File: src/rtl/audio_adc_deserializer.sv
// rtl/audio_adc_deserializer.sv - I2S ADC receiver: bit-clock sync, word framing, sample-pair FIFO
module audio_adc_deserializer #(
  parameter int DATA_WIDTH = 32,
  parameter int FIFO_DEPTH = 8
) (
  input  logic                          CLOCK_50,
  input  logic                          reset,
  input  logic                          AUD_BCLK,
  input  logic                          AUD_ADCLRCK,
  input  logic                          AUD_ADCDAT,
  input  logic                          clear_audio_in_memory,
  input  logic                          read_audio_in,
  output logic                          audio_in_available,
  output logic [DATA_WIDTH-1:0]         left_channel_audio_in,
  output logic [DATA_WIDTH-1:0]         right_channel_audio_in,
  output logic [$clog2(FIFO_DEPTH):0]   fifo_count,
  output logic                          overflow
);

  localparam int AW   = $clog2(FIFO_DEPTH);
  localparam int CNTW = AW + 1;
  localparam int BW   = $clog2(DATA_WIDTH);

  typedef enum logic [1:0] {ALIGN, SKIP, SHIFT, HOLD} state_t;

  logic bclk_s1_q, bclk_s2_q, bclk_prev_q;
  logic lrck_s1_q, lrck_s2_q, lrck_last_q;
  logic dat_s1_q, dat_s2_q;

  state_t                  state_q;
  logic [DATA_WIDTH-1:0]   shift_q;
  logic [BW-1:0]           cnt_q;
  logic                    word_ch_q;
  logic [DATA_WIDTH-1:0]   left_hold_q;
  logic                    push_q;
  logic [2*DATA_WIDTH-1:0] push_pair_q;

  logic                    bclk_rise, lr_edge;
  logic [DATA_WIDTH-1:0]   shift_d;
  logic                    commit_en;
  logic [DATA_WIDTH-1:0]   commit_word;

  always_ff @(posedge CLOCK_50) begin
    if (reset) begin
      bclk_s1_q   <= 1'b0;
      bclk_s2_q   <= 1'b0;
      bclk_prev_q <= 1'b0;
      lrck_s1_q   <= 1'b0;
      lrck_s2_q   <= 1'b0;
      dat_s1_q    <= 1'b0;
      dat_s2_q    <= 1'b0;
    end else begin
      bclk_s1_q   <= AUD_BCLK;
      bclk_s2_q   <= bclk_s1_q;
      bclk_prev_q <= bclk_s2_q;
      lrck_s1_q   <= AUD_ADCLRCK;
      lrck_s2_q   <= lrck_s1_q;
      dat_s1_q    <= AUD_ADCDAT;
      dat_s2_q    <= dat_s1_q;
    end
  end

  assign bclk_rise = bclk_s2_q & ~bclk_prev_q;
  assign lr_edge   = bclk_rise & (lrck_s2_q != lrck_last_q);

  // A word cut short by an LR edge is committed left-aligned, LSBs zero.
  always_comb begin
    shift_d     = {shift_q[DATA_WIDTH-2:0], dat_s2_q};
    commit_en   = 1'b0;
    commit_word = shift_d;
    if (bclk_rise && state_q == SHIFT) begin
      if (lr_edge) begin
        commit_en   = 1'b1;
        commit_word = shift_q << (DATA_WIDTH - int'(cnt_q));
      end else if (cnt_q == BW'(DATA_WIDTH - 1)) begin
        commit_en   = 1'b1;
      end
    end
  end

  always_ff @(posedge CLOCK_50) begin
    if (reset) begin
      state_q     <= ALIGN;
      shift_q     <= '0;
      cnt_q       <= '0;
      word_ch_q   <= 1'b0;
      lrck_last_q <= 1'b0;
      left_hold_q <= '0;
      push_q      <= 1'b0;
      push_pair_q <= '0;
    end else begin
      push_q <= 1'b0;
      if (bclk_rise) begin
        lrck_last_q <= lrck_s2_q;
        case (state_q)
          ALIGN: if (lr_edge && !lrck_s2_q) begin
            word_ch_q <= 1'b0;
            state_q   <= SKIP;
          end
          SKIP: begin
            shift_q <= '0;
            cnt_q   <= '0;
            state_q <= SHIFT;
          end
          SHIFT: if (lr_edge) begin
            word_ch_q <= lrck_s2_q;
            state_q   <= SKIP;
          end else begin
            shift_q <= shift_d;
            cnt_q   <= cnt_q + BW'(1);
            if (cnt_q == BW'(DATA_WIDTH - 1)) state_q <= HOLD;
          end
          HOLD: if (lr_edge) begin
            word_ch_q <= lrck_s2_q;
            state_q   <= SKIP;
          end
          default: state_q <= ALIGN;
        endcase
      end
      if (commit_en) begin
        if (word_ch_q) begin
          push_q      <= 1'b1;
          push_pair_q <= {left_hold_q, commit_word};
        end else begin
          left_hold_q <= commit_word;
        end
      end
    end
  end

  logic [2*DATA_WIDTH-1:0] mem_q [FIFO_DEPTH];
  logic [AW-1:0]           wr_ptr_q, rd_ptr_q;
  logic [CNTW-1:0]         count_q;
  logic                    ovf_q;
  logic [2*DATA_WIDTH-1:0] last_q;
  logic                    pop, push_ok, not_empty;

  assign not_empty = (count_q != '0);
  assign pop       = read_audio_in & not_empty;
  assign push_ok   = push_q & ((count_q != CNTW'(FIFO_DEPTH)) | pop);

  always_ff @(posedge CLOCK_50) begin
    if (push_ok) mem_q[wr_ptr_q] <= push_pair_q;
  end

  // last_q keeps the outputs steady on the most recently popped pair while empty.
  always_ff @(posedge CLOCK_50) begin
    if (reset || clear_audio_in_memory) begin
      wr_ptr_q <= '0;
      rd_ptr_q <= '0;
      count_q  <= '0;
      ovf_q    <= 1'b0;
      last_q   <= '0;
    end else begin
      if (push_ok) wr_ptr_q <= wr_ptr_q + AW'(1);
      if (pop) begin
        rd_ptr_q <= rd_ptr_q + AW'(1);
        last_q   <= mem_q[rd_ptr_q];
      end
      case ({push_ok, pop})
        2'b10:   count_q <= count_q + CNTW'(1);
        2'b01:   count_q <= count_q - CNTW'(1);
        default: count_q <= count_q;
      endcase
      if (push_q && !push_ok) ovf_q <= 1'b1;
    end
  end

  logic [2*DATA_WIDTH-1:0] head;
  assign head = not_empty ? mem_q[rd_ptr_q] : last_q;

  assign audio_in_available     = not_empty;
  assign left_channel_audio_in  = head[2*DATA_WIDTH-1:DATA_WIDTH];
  assign right_channel_audio_in = head[DATA_WIDTH-1:0];
  assign fifo_count             = count_q;
  assign overflow               = ovf_q;

endmodule

File: config.mk
export PLATFORM = sky130hd
export DESIGN_NAME = audio_adc_deserializer
export DESIGN_NICKNAME = d
export VERILOG_FILES = /design/src/rtl/audio_adc_deserializer.sv
export SDC_FILE = /design/constraint.sdc
export NUM_CORES = 1
export LEC_CHECK = 0
export CORE_MARGIN = 2
export CORE_UTILIZATION = 56
export CTS_CLUSTER_SIZE = 12
export DETAILED_ROUTE_END_ITERATION = 10
export GPL_ROUTABILITY_DRIVEN = 0
export PLACE_DENSITY = 0.82
export SLEW_MARGIN = 20
export SYNTH_ARGS = -nofsm -noshare
export SYNTH_HDL_FRONTEND = slang
export SYNTH_SLANG_ARGS = --single-unit
File: constraint.sdc
create_clock -name CLOCK_50 -period 7.8 [get_ports CLOCK_50]
set_clock_uncertainty 0.2 [all_clocks]
set_input_delay 2.34 -clock CLOCK_50 [delete_from_list [all_inputs] [get_ports CLOCK_50]]
set_output_delay 2.34 -clock CLOCK_50 [all_outputs]
set_load 0.02 [all_outputs]
==> results.rst <==
.. list-table::
   :header-rows: 1

   * - Metric
     - Value
   * - Mapped Nets
     - 2073
   * - Critical path start-end classification
     - flip-flop to output pin
   * - Estimated wirelength of the detail-placed design
     - around 40000 um
   * - Total global-route track usage
     - 0.249
   * - Netlist Area Pre-Place
     - 30200 sq um
   * - Number of placed instances, taps included
     - ~2.7k
   * - IO Count
     - 77
   * - Largest fanout on the critical path
     - 46
   * - CP required
     - roughly 5.3 ns
   * - Count of unresolved DRC violations after routing
     - 0
   * - Synthesized area per cell
     - 14.7 sq um
   * - Data arrival at the endpoint of the critical path
     - 3.67 ns
   * - Global-route wire length before repair
     - 107000 um
   * - Count of buffers inserted at the top-level ports
     - 76
   * - # Max-Cap Violations
     - 0
   * - Flop and latch count out of synthesis
     - between 700 and 800
   * - Number of gates given a new drive strength after cts
     - 0
   * - Area contributors post-synth
     - edfxtp_1 51%, dfxtp_1 15%, mux4_2 11%
   * - Share of Yosys cell area claimed by the top area cell type
     - 0.509
   * - Sequential element share of the synthesized area
     - 0.657
   * - Non-filler cells in the finished layout
     - approximately 2.8k
   * - Initial core utilization
     - 0.564
   * - Max_slew headroom
     - 0.217
   * - Critical Path Sink Type
     - output pin
   * - Min-Delay Path Class
     - flip-flop to flip-flop
   * - Power per unit of standard cell area
     - 224 nW/um^2
   * - Final antenna-violating net count
     - 0
   * - Ant. Diodes
     - 0
   * - Layout net count
     - 2108
   * - Worst path cell trace
     - buf_12, mux4_2, mux2i_1, a21oi_1, clkdlybuf4s50_1
   * - Leftover overflow at the end of global routing
     - 0
   * - Commonest cells after routing, fill and taps aside
     - 512 x edfxtp_1, 219 x dfxtp_1, 209 x nor2_1, 159 x a21oi_1, 150 x mux4_2
   * - Psw
     - 1.47 mW
   * - Unrepaired setup endpoints after global routing
     - false
   * - Clk Tree Root Cell
     - clkbuf_16
   * - Most common cell after layout, fill and taps aside
     - edfxtp_1
   * - Clock Path Buffers
     - 3
   * - Total of fill cells in the finished design
     - between 3k and 4k
   * - Post-synthesis cell type with the largest combined area
     - edfxtp_1
   * - Cell-internal power
     - 6.11 mW
   * - Wirelength, routed
     - slightly below 70000 um
   * - Number of buffers added by the clock tree synthesis step
     - 75
   * - Initial antenna violation count
     - 0
   * - Synth warn
     - 0
   * - Max Clk Rate
     - roughly 160 MHz
   * - Worst Max-Slew Pin Slew
     - 1.17 ns
   * - Startpoint Class
     - flip-flop
   * - Proportion of power drawn by combinational gates
     - 0.004
   * - Final Hold Violating Endpoints
     - 0
   * - Post-CTS Repair Setup Buffers
     - 0
   * - Count of flip-flops with a built-in enable after synthesis
     - 512
   * - Average routed wire per standard cell
     - 24.5 um
   * - Hold-fix buffers at CTS
     - 0
   * - Width of the chip
     - 236 um
   * - Latest clock arrival within the worst-skew pair
     - 0.61 ns
   * - Share of post-route cells with drive strength above 1
     - 0.159
   * - Largest net degree at the start of global routing
     - 95
   * - CTS Sinks
     - 735
   * - Worst voltage drop across the vdd grid
     - around 0.17 mV
   * - Number of endpoints failing setup at the final stage
     - 0
   * - DR vias
     - 18.6k
   * - Most used flip-flop cell after synthesis
     - edfxtp_1
   * - Count of TritonRoute iterations in the first routing pass
     - 6
   * - Area of the core
     - 53600 sq um
   * - Share of the cycle needed by the critical path after routing
     - 0.796
   * - H-tree depth
     - 3
   * - Static leakage
     - 10.3 nW
   * - Period minus WS final
     - 6.21 ns
   * - Number of standard-cell rows in the floorplan
     - 85
   * - Vertical extent of the die
     - 236 um
   * - Die footprint
     - 55800 sq um
   * - Setup_tns
     - 0 ns
   * - Worst stage delay on the critical path
     - 0.95 ns
   * - DR vias/cell
     - 6.53
   * - Share of synthesized registers carrying an async set or reset
     - 0
   * - Cell at the slowest stage of the critical path
     - dfxtp_4
   * - Switching part of the total power
     - 0.193
   * - Iteration-0 DRC count of the detailed router
     - between 2k and 2.5k
   * - Seq pwr share
     - 0.544
   * - Proportion of power drawn by the clock network
     - 0.453
   * - TritonCTS clock tree
     - built
   * - Area added between synthesis and finish
     - 12.2%
   * - Slew Limit Fails
     - 0
   * - Number of instances in the synthesized netlist
     - 2053
   * - Run status
     - finished clean
   * - Distinct cells, synth
     - 77
   * - Clock-pin slew of the registers on the worst-case setup and hold paths
     - 0.06 ns
   * - Number of global-route vias before repair
     - between 15k and 20k
## cells in the mapped netlist (7+ instances only)
| master | n |
|---|---|
| mux4_2 | 150 |
| o31ai_1 | 9 |
| mux2_2 | 21 |
| nand3_1 | 44 |
| o21ai_0 | 7 |
| nand2b_1 | 11 |
| edfxtp_1 | 512 |
| nor2_1 | 218 |
| a211oi_1 | 91 |
| buf_2 | 25 |
| a21oi_1 | 159 |
| nor2b_1 | 12 |
| o21bai_1 | 9 |
| ha_1 | 12 |
| mux2i_1 | 101 |
| nor3_1 | 15 |
| nor4_1 | 7 |
| nand2_1 | 145 |
| clkbuf_1 | 106 |
| a311oi_1 | 31 |
| and2_1 | 7 |
| a22oi_1 | 11 |
| inv_1 | 10 |
| dfxtp_1 | 223 |
| a41oi_1 | 8 |
## final timing paths
| path | from | to | slack, ns | depth (start not counted) |
|---|---|---|---|---|
| worst max-delay path | flip-flop | right_channel_audio_in[10] | 1.59 | 5 |
| worst min-delay path | bclk_s1_q | bclk_s2_q | 0.24 | 1 |
| worst max register to register | cnt_q[0] | left_hold_q[30] | 3.82 | 8 |
| worst min register to register | bclk_s1_q | bclk_s2_q | 0.24 | 1 |
## cell type report
class / instances / area (sq um) / share of cell area
well taps: 696 / 871 / 0.0257
clock buffers: 125 / 2190 / 0.0646
flip-flops and latches: 735 / 19900 / 0.586
multi-input cells: 1159 / 9760 / 0.288
repair buffers: 107 / 1040 / 0.0307
clock inverters: 12 / 150 / 0.00443
inverters: 10 / 37.5 / 0.00111
## kinds of logic (layout without fill, tap and decap cells)
| logic type | Yosys count | count (layout) | share of synthesized area |
|---|---|---|---|
| xor+xnor | 12 | 12 | 0.00398 |
| simple gates | 486 | 486 | 0.0701 |
| fa+ha+maj | 13 | 13 | 0.00563 |
| mux | 278 | 278 | 0.158 |
| buf+inv | 159 | 254 | 0.0234 |
| compound gates | 370 | 370 | 0.0823 |
| flops | 735 | 735 | 0.657 |
## routing by layer
layer,vias up,global-route usage,share of wire
li1,8030,-,-
met1,9385,0.324,0.38
met2,979,0.425,0.51
met3,172,0.0470,0.084
met4,0,0.0842,0.028
met5,-,0,0
## through the flow
step	hold WS [ns]	cell area, sq um	util	setup slack [ns]	total power [mW]
final	0.235	33900	0.632	1.59	7.58
after global routing	0.254	33900	0.632	1.33	7.76
after CTS	0.241	33900	0.632	1.51	7.61
after detailed placement	0.228	31600	0.589	2.15	4.23
after global placement	0.218	31500	0.588	2.21	4.23
after floorplan	0.214	30200	-	1.61	4.22
## power groups by stage
stage	clock, mW	sequential, mW	combinational, mW
finish	3.43	4.12	0.0280
global route	3.61	4.12	0.0300
CTS	3.46	4.12	0.0281
floorplan	0	4.20	0.0195
global placement	0	4.20	0.0271
detailed placement	0	4.20	0.0280
## sequential cells by signal (all words and copies together), names as in the netlist, 2 cells and up, named ones only
signal / flops
mem_q: 512
last_q: 64
push_pair_q: 64
left_hold_q: 32
shift_q: 32
cnt_q: 5
fifo_count: 4
rd_ptr_q: 3
wr_ptr_q: 3
state_q: 2
## worst max-delay path: cells and delay by family, from the launching register on
kind | cells | cell delay, ns
buf+inv | 2 | 0.97
flops | 1 | 0.95
mux | 2 | 0.94
compound gates | 1 | 0.13
Note: power is estimated with default switching activity, not from simulation.
